<file path="config.mk">
export PLATFORM = sky130hd
export DESIGN_NAME = ms_ff_bank
export DESIGN_NICKNAME = d
export VERILOG_FILES = /design/src/rtl/ms_ff_bank.sv
export SDC_FILE = /design/constraint.sdc
export NUM_CORES = 1
export LEC_CHECK = 0
export CORE_MARGIN = 2
export CORE_UTILIZATION = 36
export DETAILED_ROUTE_END_ITERATION = 8
export PLACE_DENSITY_LB_ADDON = 0.3
export RECOVER_POWER = 100
export SLEW_MARGIN = 5
export SYNTH_ARGS = -nofsm -noshare
export SYNTH_HDL_FRONTEND = slang
export SYNTH_SLANG_ARGS = --single-unit
</file>
<file path="constraint.sdc">
create_clock -name clk -period 1.2 [get_ports clk]
set_clock_uncertainty 0.05 [all_clocks]
set_input_delay 0.36 -clock clk [delete_from_list [all_inputs] [get_ports clk]]
set_output_delay 0.36 -clock clk [all_outputs]
set_load 0.02 [all_outputs]
</file>
<file path="src/rtl/ms_ff_bank.sv">
// ---------------------------------------------------------------------------
// ms_ff_bank
//   Bank of WIDTH master-slave flip-flops with a shared run-time mode that
//   selects SR, JK, D or T next-state behaviour for every bit.
//   The master stage captures at the rising clock edge.
//   The slave stage (q) and the change indicator update at the following
//   falling edge, so q lags the capturing rising edge by half a cycle.
//
// Parameters
//   WIDTH      number of flip-flop bits (1..32)
//   RESET_VAL  value loaded into master and slave while reset_n is low
//
// Ports
//   clk      clock: master captures on rise, slave updates on fall
//   reset_n  asynchronous active-low reset
//   mode     2'b00 SR, 2'b01 JK, 2'b10 D, 2'b11 T
//   en       capture enable, sampled at the rising edge
//   a        per-bit S / J / D / T operand
//   b        per-bit R / K operand (ignored in D and T modes)
//   err_clr  clears err, sampled at the rising edge
//   q        slave state
//   q_       bitwise complement of q
//   err      sticky per-bit flag: SR mode saw S=R=1 while enabled
//   changed  per-bit: q changed at the most recent falling edge
// ---------------------------------------------------------------------------
module ms_ff_bank #(
    parameter int unsigned          WIDTH     = 4,
    parameter logic [WIDTH-1:0]     RESET_VAL = {WIDTH{1'b0}}
) (
    input  logic                clk,
    input  logic                reset_n,
    input  logic [1:0]          mode,
    input  logic                en,
    input  logic [WIDTH-1:0]    a,
    input  logic [WIDTH-1:0]    b,
    input  logic                err_clr,
    output logic [WIDTH-1:0]    q,
    output logic [WIDTH-1:0]    q_,
    output logic [WIDTH-1:0]    err,
    output logic [WIDTH-1:0]    changed
);

    typedef enum logic [1:0] {
        MODE_SR = 2'b00,
        MODE_JK = 2'b01,
        MODE_D  = 2'b10,
        MODE_T  = 2'b11
    } ff_mode_e;

    logic [WIDTH-1:0] master_q;
    logic [WIDTH-1:0] master_d;
    logic [WIDTH-1:0] err_q;
    logic [WIDTH-1:0] err_d;
    logic [WIDTH-1:0] slave_q;
    logic [WIDTH-1:0] changed_q;
    logic [WIDTH-1:0] illegal_s;

    // Per-bit next state for the selected flip-flop type, from current q.
    // SR with S=R=1 holds; the error flag is handled separately.
    function automatic logic [WIDTH-1:0] ff_next(
        input ff_mode_e         m,
        input logic [WIDTH-1:0] op_a,
        input logic [WIDTH-1:0] op_b,
        input logic [WIDTH-1:0] cur
    );
        logic [WIDTH-1:0] res;
        case (m)
            MODE_SR: res = (op_a & ~op_b) | (~(op_a ^ op_b) & cur);
            MODE_JK: res = (op_a & ~cur) | (~op_b & cur);
            MODE_D:  res = op_a;
            MODE_T:  res = cur ^ op_a;
            default: res = cur;
        endcase
        return res;
    endfunction

    // Next master value and next sticky error flags.
    always_comb begin
        master_d  = slave_q;
        illegal_s = {WIDTH{1'b0}};
        if (en) begin
            master_d = ff_next(ff_mode_e'(mode), a, b, slave_q);
            if (ff_mode_e'(mode) == MODE_SR) begin
                illegal_s = a & b;
            end else begin
                illegal_s = {WIDTH{1'b0}};
            end
        end else begin
            master_d  = slave_q;
            illegal_s = {WIDTH{1'b0}};
        end
        // A newly detected illegal condition wins over a simultaneous clear.
        if (err_clr) begin
            err_d = illegal_s;
        end else begin
            err_d = err_q | illegal_s;
        end
    end

    // Master stage and error flags: capture at the rising edge.
    always_ff @(posedge clk or negedge reset_n) begin
        if (!reset_n) begin
            master_q <= RESET_VAL;
            err_q    <= {WIDTH{1'b0}};
        end else begin
            master_q <= master_d;
            err_q    <= err_d;
        end
    end

    // Slave stage and change indicator: transfer at the falling edge.
    // Reset held across the falling edge keeps the slave at RESET_VAL.
    always_ff @(negedge clk or negedge reset_n) begin
        if (!reset_n) begin
            slave_q   <= RESET_VAL;
            changed_q <= {WIDTH{1'b0}};
        end else begin
            slave_q   <= master_q;
            changed_q <= slave_q ^ master_q;
        end
    end

    assign q       = slave_q;
    assign q_      = ~slave_q;
    assign err     = err_q;
    assign changed = changed_q;

endmodule
</file>
==> reports/qor.log, run 1 <==
INFO  clock_tree     worst_skew_pair.late_latency=0.28ns
INFO  worst_setup_path worst_setup_path_endpoint=master_q[0]
INFO  outcome        violations=setup timing
INFO  clock_tree     clock_tree_from_tritoncts=yes
INFO  clock_tree     hold_buffers=0
INFO  clock_tree     cts.root.buffer_cell=clkbuf_4
INFO  yosys          synth.distinct_cells=19
INFO  timing         final-max-slew-violation-count=0
INFO  outcome        status=finished, violations left
INFO  placement      place.detailed.hpwl=1566um
INFO  yosys          net_count_after_synthesis=107
INFO  yosys          synth.mux.area_fraction=2.286%
INFO  min_path       worst_hold_startpoint=en
INFO  floorplanning  boundaryPins=30
INFO  pwr            p_sw=621.6uW
INFO  clock_tree     clk_path_buf_depth=2
INFO  worst_setup_path worst_setup_path_startpoint=q[0]
INFO  yosys          synth_area_leader_cell=dfrtn_1
INFO  floorplanning  die_area=2844squm
INFO  timing         fin_ws=-0.7644ns
INFO  finish         post_layout_nonfiller_instances=179
INFO  clock_tree     worst_setup_hold_path_clk_slew=0.09ns
INFO  global_route   grt_pass1_vias=770
INFO  placement      placement.cell_area=1375squm
INFO  yosys          synth.ff_latch_count=16
INFO  routing        drt-wirelength-per-cell=11.85um
INFO  timing         timing.max_slew.rel_slack=60.01%
INFO  finish         insertedDiodeCount=0
INFO  worst_setup_path timing.critical_path.fanout_max=5
INFO  worst_setup_path worst_r2r_endpoint=master_q[0]
INFO  worst_setup_path reg2regPathDepth=5
INFO  pwr            design_power_total=1892uW
INFO  yosys          synth_compound_gate_area_share=17.71%
INFO  worst_setup_path crit_arrival=2.12ns
INFO  pwr            combinational_fraction_of_design_power=46.9%
INFO  yosys          dominant_combinational_cell_family_by_area_after_synthesis=compound AO/OA/AOI/OAI gates
INFO  finish         finalNetCount=175
INFO  worst_setup_path crit_chain=buf_6 > and3b_2 > o21a_1 > a221o_2 > o21ai_2
INFO  finish         final_design_area_no_fill=1526squm
INFO  routing        post_dr_vias_cell=4.737
INFO  clock_tree     clock_sinks=16
INFO  floorplanning  start_util=38.85%
INFO  clock_tree     cts_max_level=1
INFO  timing         worstMarginPinSlew=0.5989ns
INFO  yosys          post_synth_xor_area_fraction=4.000%
INFO  worst_setup_path endpoint_kind=register
INFO  yosys          post_synth_fa_ha_maj_area_fraction=11.43%
INFO  pwr            pwr_density_cell=1240nW/um^2
INFO  yosys          ys_seq_area_share=45.71%
INFO  global_route   grt_max_degree=14
INFO  clock_tree     cts_buffers=3
INFO  pwr            ir_drop=0.0009817V
INFO  pwr            clock_power_share=14.1%
INFO  routing        ant_nets=0
INFO  global_route   grt_pass1_wl=3298um
INFO  finish         flow.area_growth_from_synthesis=74.29%
INFO  timing         setup_viol_count_final=34
INFO  floorplanning  die_height=53.33um
INFO  routing        routed_wirelength=2122um
INFO  yosys          synthDominantCellAreaShare=22.86%
INFO  global_route   grt_util_all_layers=16.04%
INFO  worst_setup_path worst_setup_path_start_kind=register
INFO  run            count_of_maximum_capacitance_violations=0
INFO  worst_setup_path regToRegStartpoint=q[0]
INFO  yosys          synth_cells=85
INFO  pwr            p_sw_share=32.85%
INFO  yosys          post_synth_instance_area=875.8squm
INFO  floorplanning  placement_rows=17
INFO  placement      dp_cells=164
INFO  pwr            internal_power=1271uW
INFO  timing         finalHoldViolations=0
INFO  worst_setup_path ff2ff_setup_slack=-0.76ns
INFO  worst_setup_path critPathKind=register to register
INFO  placement      routability_congestion_estimate=0.7075
INFO  yosys          yosysWarningCount=0
INFO  routing        drt_first_pass_iters=4
INFO  min_path       holdCritPathClass=input pin to register
INFO  timing         setup_repair_after_global_routing_missed_its_margin=true
INFO  floorplanning  coreArea=2255squm
INFO  routing        drc_errors_left=0
INFO  routing        route.vias.total=848
INFO  yosys          synthSimpleGateAreaFrac=11.57%
INFO  yosys          synth.avg_cell_area=10.30squm
INFO  global_route   antenna_violations_before_repair=0
INFO  placement      placement.io_buffers=29
INFO  worst_setup_path slowest_library_cell_on_the_worst_path=dfrtn_1
INFO  worst_setup_path timing.critical_path.slowest_cell_delay=0.39ns
INFO  yosys          synth_top_cells_by_area=dfrtn_1 23%, dfrtp_1 23%, ha_1 11%, o21ai_0 5.7%, inv_1 5.1%
INFO  pwr            sequentialPowerShare=39.0%
INFO  floorplanning  chipWidth=53.33um
INFO  worst_setup_path critical_path_required=1.36ns
INFO  pwr            power.leakage=0.0008002uW
INFO  global_route   overall_overflow_remaining_after_global_route=0
INFO  finish         drive_above_1_share=43.71%
INFO  routing        drt_iter0_drc=10
## cells by family after synthesis
| family | Yosys count |
|---|---|
| muxes | 2 |
| adders and majority gates | 8 |
| buffers and inverters | 14 |
| xor gates and xnor gates | 4 |
| DFF | 16 |
| and+or+nand+nor | 19 |
| AOI/OAI and AO/OA | 22 |
## cell usage in the layout (no fill, tap or decap), types with 3 or more instances in the layout
master,netlist,final
nand3_1,3,3
dlygate4sd2_1,0,3
and3b_2,3,3
xor2_1,4,4
dfrtp_1,8,8
buf_6,1,21
nand2_1,8,8
inv_2,0,3
dfrtn_1,8,8
a221o_2,3,3
ha_1,8,8
dlymetal6s2s_1,0,4
o21ai_0,10,7
o31ai_1,4,4
clkdlybuf4s50_1,0,7
clkbuf_4,0,3
o21a_1,3,3
inv_1,12,9
nor2_1,3,3
buf_4,1,28
## area by class of cell
cell class | instances | area, sq um
inverters | 12 | 45.04
clock buffers | 3 | 22.52
multi-input cells | 55 | 420.4
fillers | 187 | 728.2
flip-flops and latches | 16 | 400.4
well taps | 28 | 35.03
repair buffers | 65 | 603.1
## registers in the layout, indices dropped and copies added, names as in the netlist
| signal | cells |
|---|---|
| master_q | 4 |
| err | 4 |
| changed | 4 |
| q | 4 |
## synth_stat cells
library cell	instances
nand3_1	3
xor2_1	4
o31ai_1	4
and3b_2	3
dfrtp_1	8
buf_6	1
a221o_2	3
inv_1	12
a221o_1	1
mux2i_1	2
dfrtn_1	8
nor3b_1	2
nand2_1	8
o21ai_0	10
o21ai_2	1
nor2_1	3
o21a_1	3
ha_1	8
buf_4	1
## worst min-delay path by stage
stage	end	slack (ns)	cells after the start
floorplan	err[0]	0.01	0
global placement	err[3]	0.46	2
detailed placement	err[0]	0.46	2
CTS	master_q[1]	0.37	2
global route	master_q[2]	0.48	3
finish	master_q[2]	0.47	3
## worst max-delay path: cells and delay by family (launching register included)
kind,cells,cell delay (ns)
buffers and inverters,1,0.14
flip-flops,1,0.39
AO/OA/AOI/OAI,3,0.53
AND/OR/NAND/NOR,1,0.18
## timing repair
item,in CTS,in global routing
setup endpoints to repair,30,31
buffers inserted,8,4
resized for setup,103,11
pin swaps,3,1
## metal layers
layer / GRT usage (%) / wire, um / part of all wire (%) / vias up
li1: - / - / - / 429
met1: 19.51 / 879 / 41 / 398
met2: 28.40 / 1156 / 54 / 19
met3: 0.8475 / 66 / 3.1 / 2
met4: 7.692 / 20 / 0.94 / 0
met5: 0 / 0 / 0 / -
## metrics by stage
stage	setup slack, ns	hold WS [ns]	utilization (%)	setup TNS (ns)
after floorplan	-0.7116	0.01441	-	-8.061
after global placement	-0.8336	0.4568	60.99	-16.79
after detailed placement	-0.8525	0.4644	60.99	-17.27
after CTS	-0.7572	0.3651	65.87	-12.12
after global routing	-0.8046	0.4760	67.70	-16.58
final	-0.7644	0.4681	67.70	-14.37
## power by group through the flow
stage	registers (uW)	clock network, uW	logic [uW]
6_report	738	268	887
5_1_grt	752	305	948
4_1_cts	731	282	857
3_5_place_dp	726	0	785
3_3_place_gp	722	0	770
2_1_floorplan	856	0	204
(Power assumes the default switching activity.)
==> inputs of run 2 (changes only) <==
--- a/config.mk
+++ b/config.mk
@@ -5,8 +5,9 @@
 export SDC_FILE = /design/constraint.sdc
 export NUM_CORES = 1
 export LEC_CHECK = 0
+export CORE_ASPECT_RATIO = 0.8
 export CORE_MARGIN = 2
-export CORE_UTILIZATION = 36
+export CORE_UTILIZATION = 39
 export DETAILED_ROUTE_END_ITERATION = 8
 export PLACE_DENSITY_LB_ADDON = 0.3
 export RECOVER_POWER = 100
==> run 2 against run 1 <==
Compared with the run above: the flow still finishes with violations (setup timing); highest routed layer unchanged; final area decreased by 1.2%; sequential power about the same; combinational power increased by 3.6%; largest power group unchanged; register-to-register slack got worse by 0.02 ns; sequential share of layout area is 0.33 points higher; critical endpoint is now master_q[3]; clock power is 41% higher; worst setup slack worse by 0.018 ns.
==> reports/qor.log, run 2 (same netlist as run 1, synthesis figures left out) <==
INFO  finish         fill_cells=155
INFO  global_route   antenna_violations_before_repair=0
INFO  finish         commonest_cells_after_routing_fill_and_taps_aside=23 x buf_4, 22 x buf_6
INFO  finish         most_common_cell_after_layout_fill_and_taps_aside=buf_4
INFO  finish         finalCoreUtilization=70.47%
INFO  global_route   grt_pass1_vias=777
INFO  pwr            power.leakage=0.0007893uW
INFO  floorplanning  placement_rows=15
INFO  finish         drive_above_1_share=43.24%
INFO  run            count_of_maximum_capacitance_violations=0
INFO  floorplanning  start_util=40.94%
INFO  routing        drt_iter0_drc=24
INFO  floorplanning  boundaryPins=30
INFO  worst_setup_path worst_setup_path_start_kind=register
INFO  routing        post_dr_vias_cell=4.890
INFO  outcome        status=finished, violations left
INFO  timing         worstMarginPinSlew=0.6449ns
INFO  routing        route.vias.total=846
INFO  pwr            pwr_density_cell=1352nW/um^2
INFO  clock_tree     hold_buffers=0
INFO  routing        drt-wirelength-per-cell=13.07um
INFO  pwr            ir_drop=0.0009657V
INFO  global_route   grt_pass1_wl=3608um
INFO  clock_tree     worst_setup_hold_path_clk_slew=0.11ns
INFO  global_route   overall_overflow_remaining_after_global_route=0
INFO  placement      routability_congestion_estimate=0.7898
INFO  routing        drt_first_pass_iters=4
INFO  worst_setup_path reg2regPathDepth=5
INFO  floorplanning  coreArea=2140squm
INFO  timing         finalHoldViolations=0
INFO  clock_tree     clock_sinks=16
INFO  finish         finalNetCount=171
INFO  floorplanning  die_area=2643squm
INFO  clock_tree     cts_max_level=1
INFO  worst_setup_path crit_arrival=2.16ns
INFO  placement      placement.io_buffers=29
INFO  placement      place.detailed.hpwl=1532um
INFO  global_route   grt_util_all_layers=18.20%
INFO  timing         setup_repair_after_global_routing_missed_its_margin=true
INFO  clock_tree     cts_buffers=3
INFO  clock_tree     clock_tree_from_tritoncts=yes
INFO  timing         fin_ws=-0.7822ns
INFO  worst_setup_path critPathKind=register to register
INFO  worst_setup_path critical_path_required=1.38ns
INFO  finish         insertedDiodeCount=0
INFO  routing        routed_wirelength=2261um
INFO  routing        drc_errors_left=0
INFO  clock_tree     cts.root.buffer_cell=clkbuf_4
INFO  timing         setup_viol_count_final=36
INFO  timing         timing.max_slew.rel_slack=56.94%
INFO  placement      pre_cts_ws=-0.8503ns
INFO  pwr            design_power_total=2038uW
INFO  clock_tree     worst_skew_pair.late_latency=0.29ns
INFO  floorplanning  die_height=46.39um
INFO  timing         setup-tns-final=-14.81ns
INFO  finish         flow.area_growth_from_synthesis=72.14%
INFO  timing         final-max-slew-violation-count=0
INFO  clock_tree     clk_path_buf_depth=2
INFO  timing         final.hold.worst_slack=0.4765ns
INFO  min_path       holdCritPathClass=input pin to async pin
INFO  worst_setup_path timing.critical_path.fanout_max=5
INFO  floorplanning  chipWidth=56.98um
INFO  outcome        violations=setup timing
INFO  global_route   grt_max_degree=16
INFO  routing        ant_nets=0
INFO  worst_setup_path endpoint_kind=register
## run 2: changes by cell type in the layout (fill, tap and decap cells not counted), sizes merged
cell,change
dlymetal6s2s,+1
buf,-4
clkbuf,+2
dlygate4sd2,-2
## run 2: what timing repair did
action / CTS / global route
pin swaps: 1 / 0
hold endpoints to repair: 0 / 0
setup endpoints to repair: 32 / 32
gates cloned: 0 / 1
setup buffers: 9 / 2
resized for setup: 104 / 16
## run 2: stage by stage
| stage | cells | instance area [sq um] |
|---|---|---|
| detailed placement | 157 | 1341 |
| global placement | 157 | 1341 |
| global route | 173 | 1508 |
| floorplan | 85 | 875.8 |
| CTS | 170 | 1474 |
| finish | 173 | 1508 |
## run 2: worst max-delay path, cell delays in order, from the launching register on
cell     delay (ns)
dfrtn_1        0.39
buf_6          0.14
and3b_2        0.19
o21a_1         0.17
a221o_2        0.31
o21ai_2        0.07
## run 2: final cells by class
cell class / count / area [sq um] / share of cell area, %
flip-flops and latches: 16 / 400.4 / 26.56
multi-input cells: 55 / 419.2 / 27.80
repair buffers: 61 / 575.6 / 38.17
inverters: 12 / 45.04 / 2.988
clock buffers: 4 / 36.28 / 2.407
well taps: 25 / 31.28 / 2.075
## run 2: metal layers
layer	up-vias	routed length, um	track usage, %
li1	420	-	-
met1	402	1020	24.09
met2	20	1113	29.20
met3	4	87	4.213
met4	0	40	7.442
met5	-	0	0
## run 2: path summary, 6_finish.rpt
check                        start     endpoint  slack, ns
max reg2reg                   q[3]  master_q[3]      -0.78
min reg2reg                 err[0]       err[0]       0.50
max                           q[3]  master_q[3]      -0.78
min                        reset_n  master_q[3]       0.48
min in group clk            err[0]       err[0]       0.50
max in group asynchronous  reset_n   changed[0]      -0.31
## run 2: power breakdown
group          internal, uW  switching, uW
Clock                   185            194
Sequential              660           80.0
Combinational           514            405
==> inputs of run 3 (changes only) <==
--- a/config.mk
+++ b/config.mk
@@ -8,6 +8,7 @@
 export CORE_ASPECT_RATIO = 0.8
 export CORE_MARGIN = 2
 export CORE_UTILIZATION = 39
+export CTS_CLUSTER_DIAMETER = 150
 export DETAILED_ROUTE_END_ITERATION = 8
 export PLACE_DENSITY_LB_ADDON = 0.3
 export RECOVER_POWER = 100
==> results of run 3 <==
The final DEF is identical to that of run 2; final timing and power are the same.
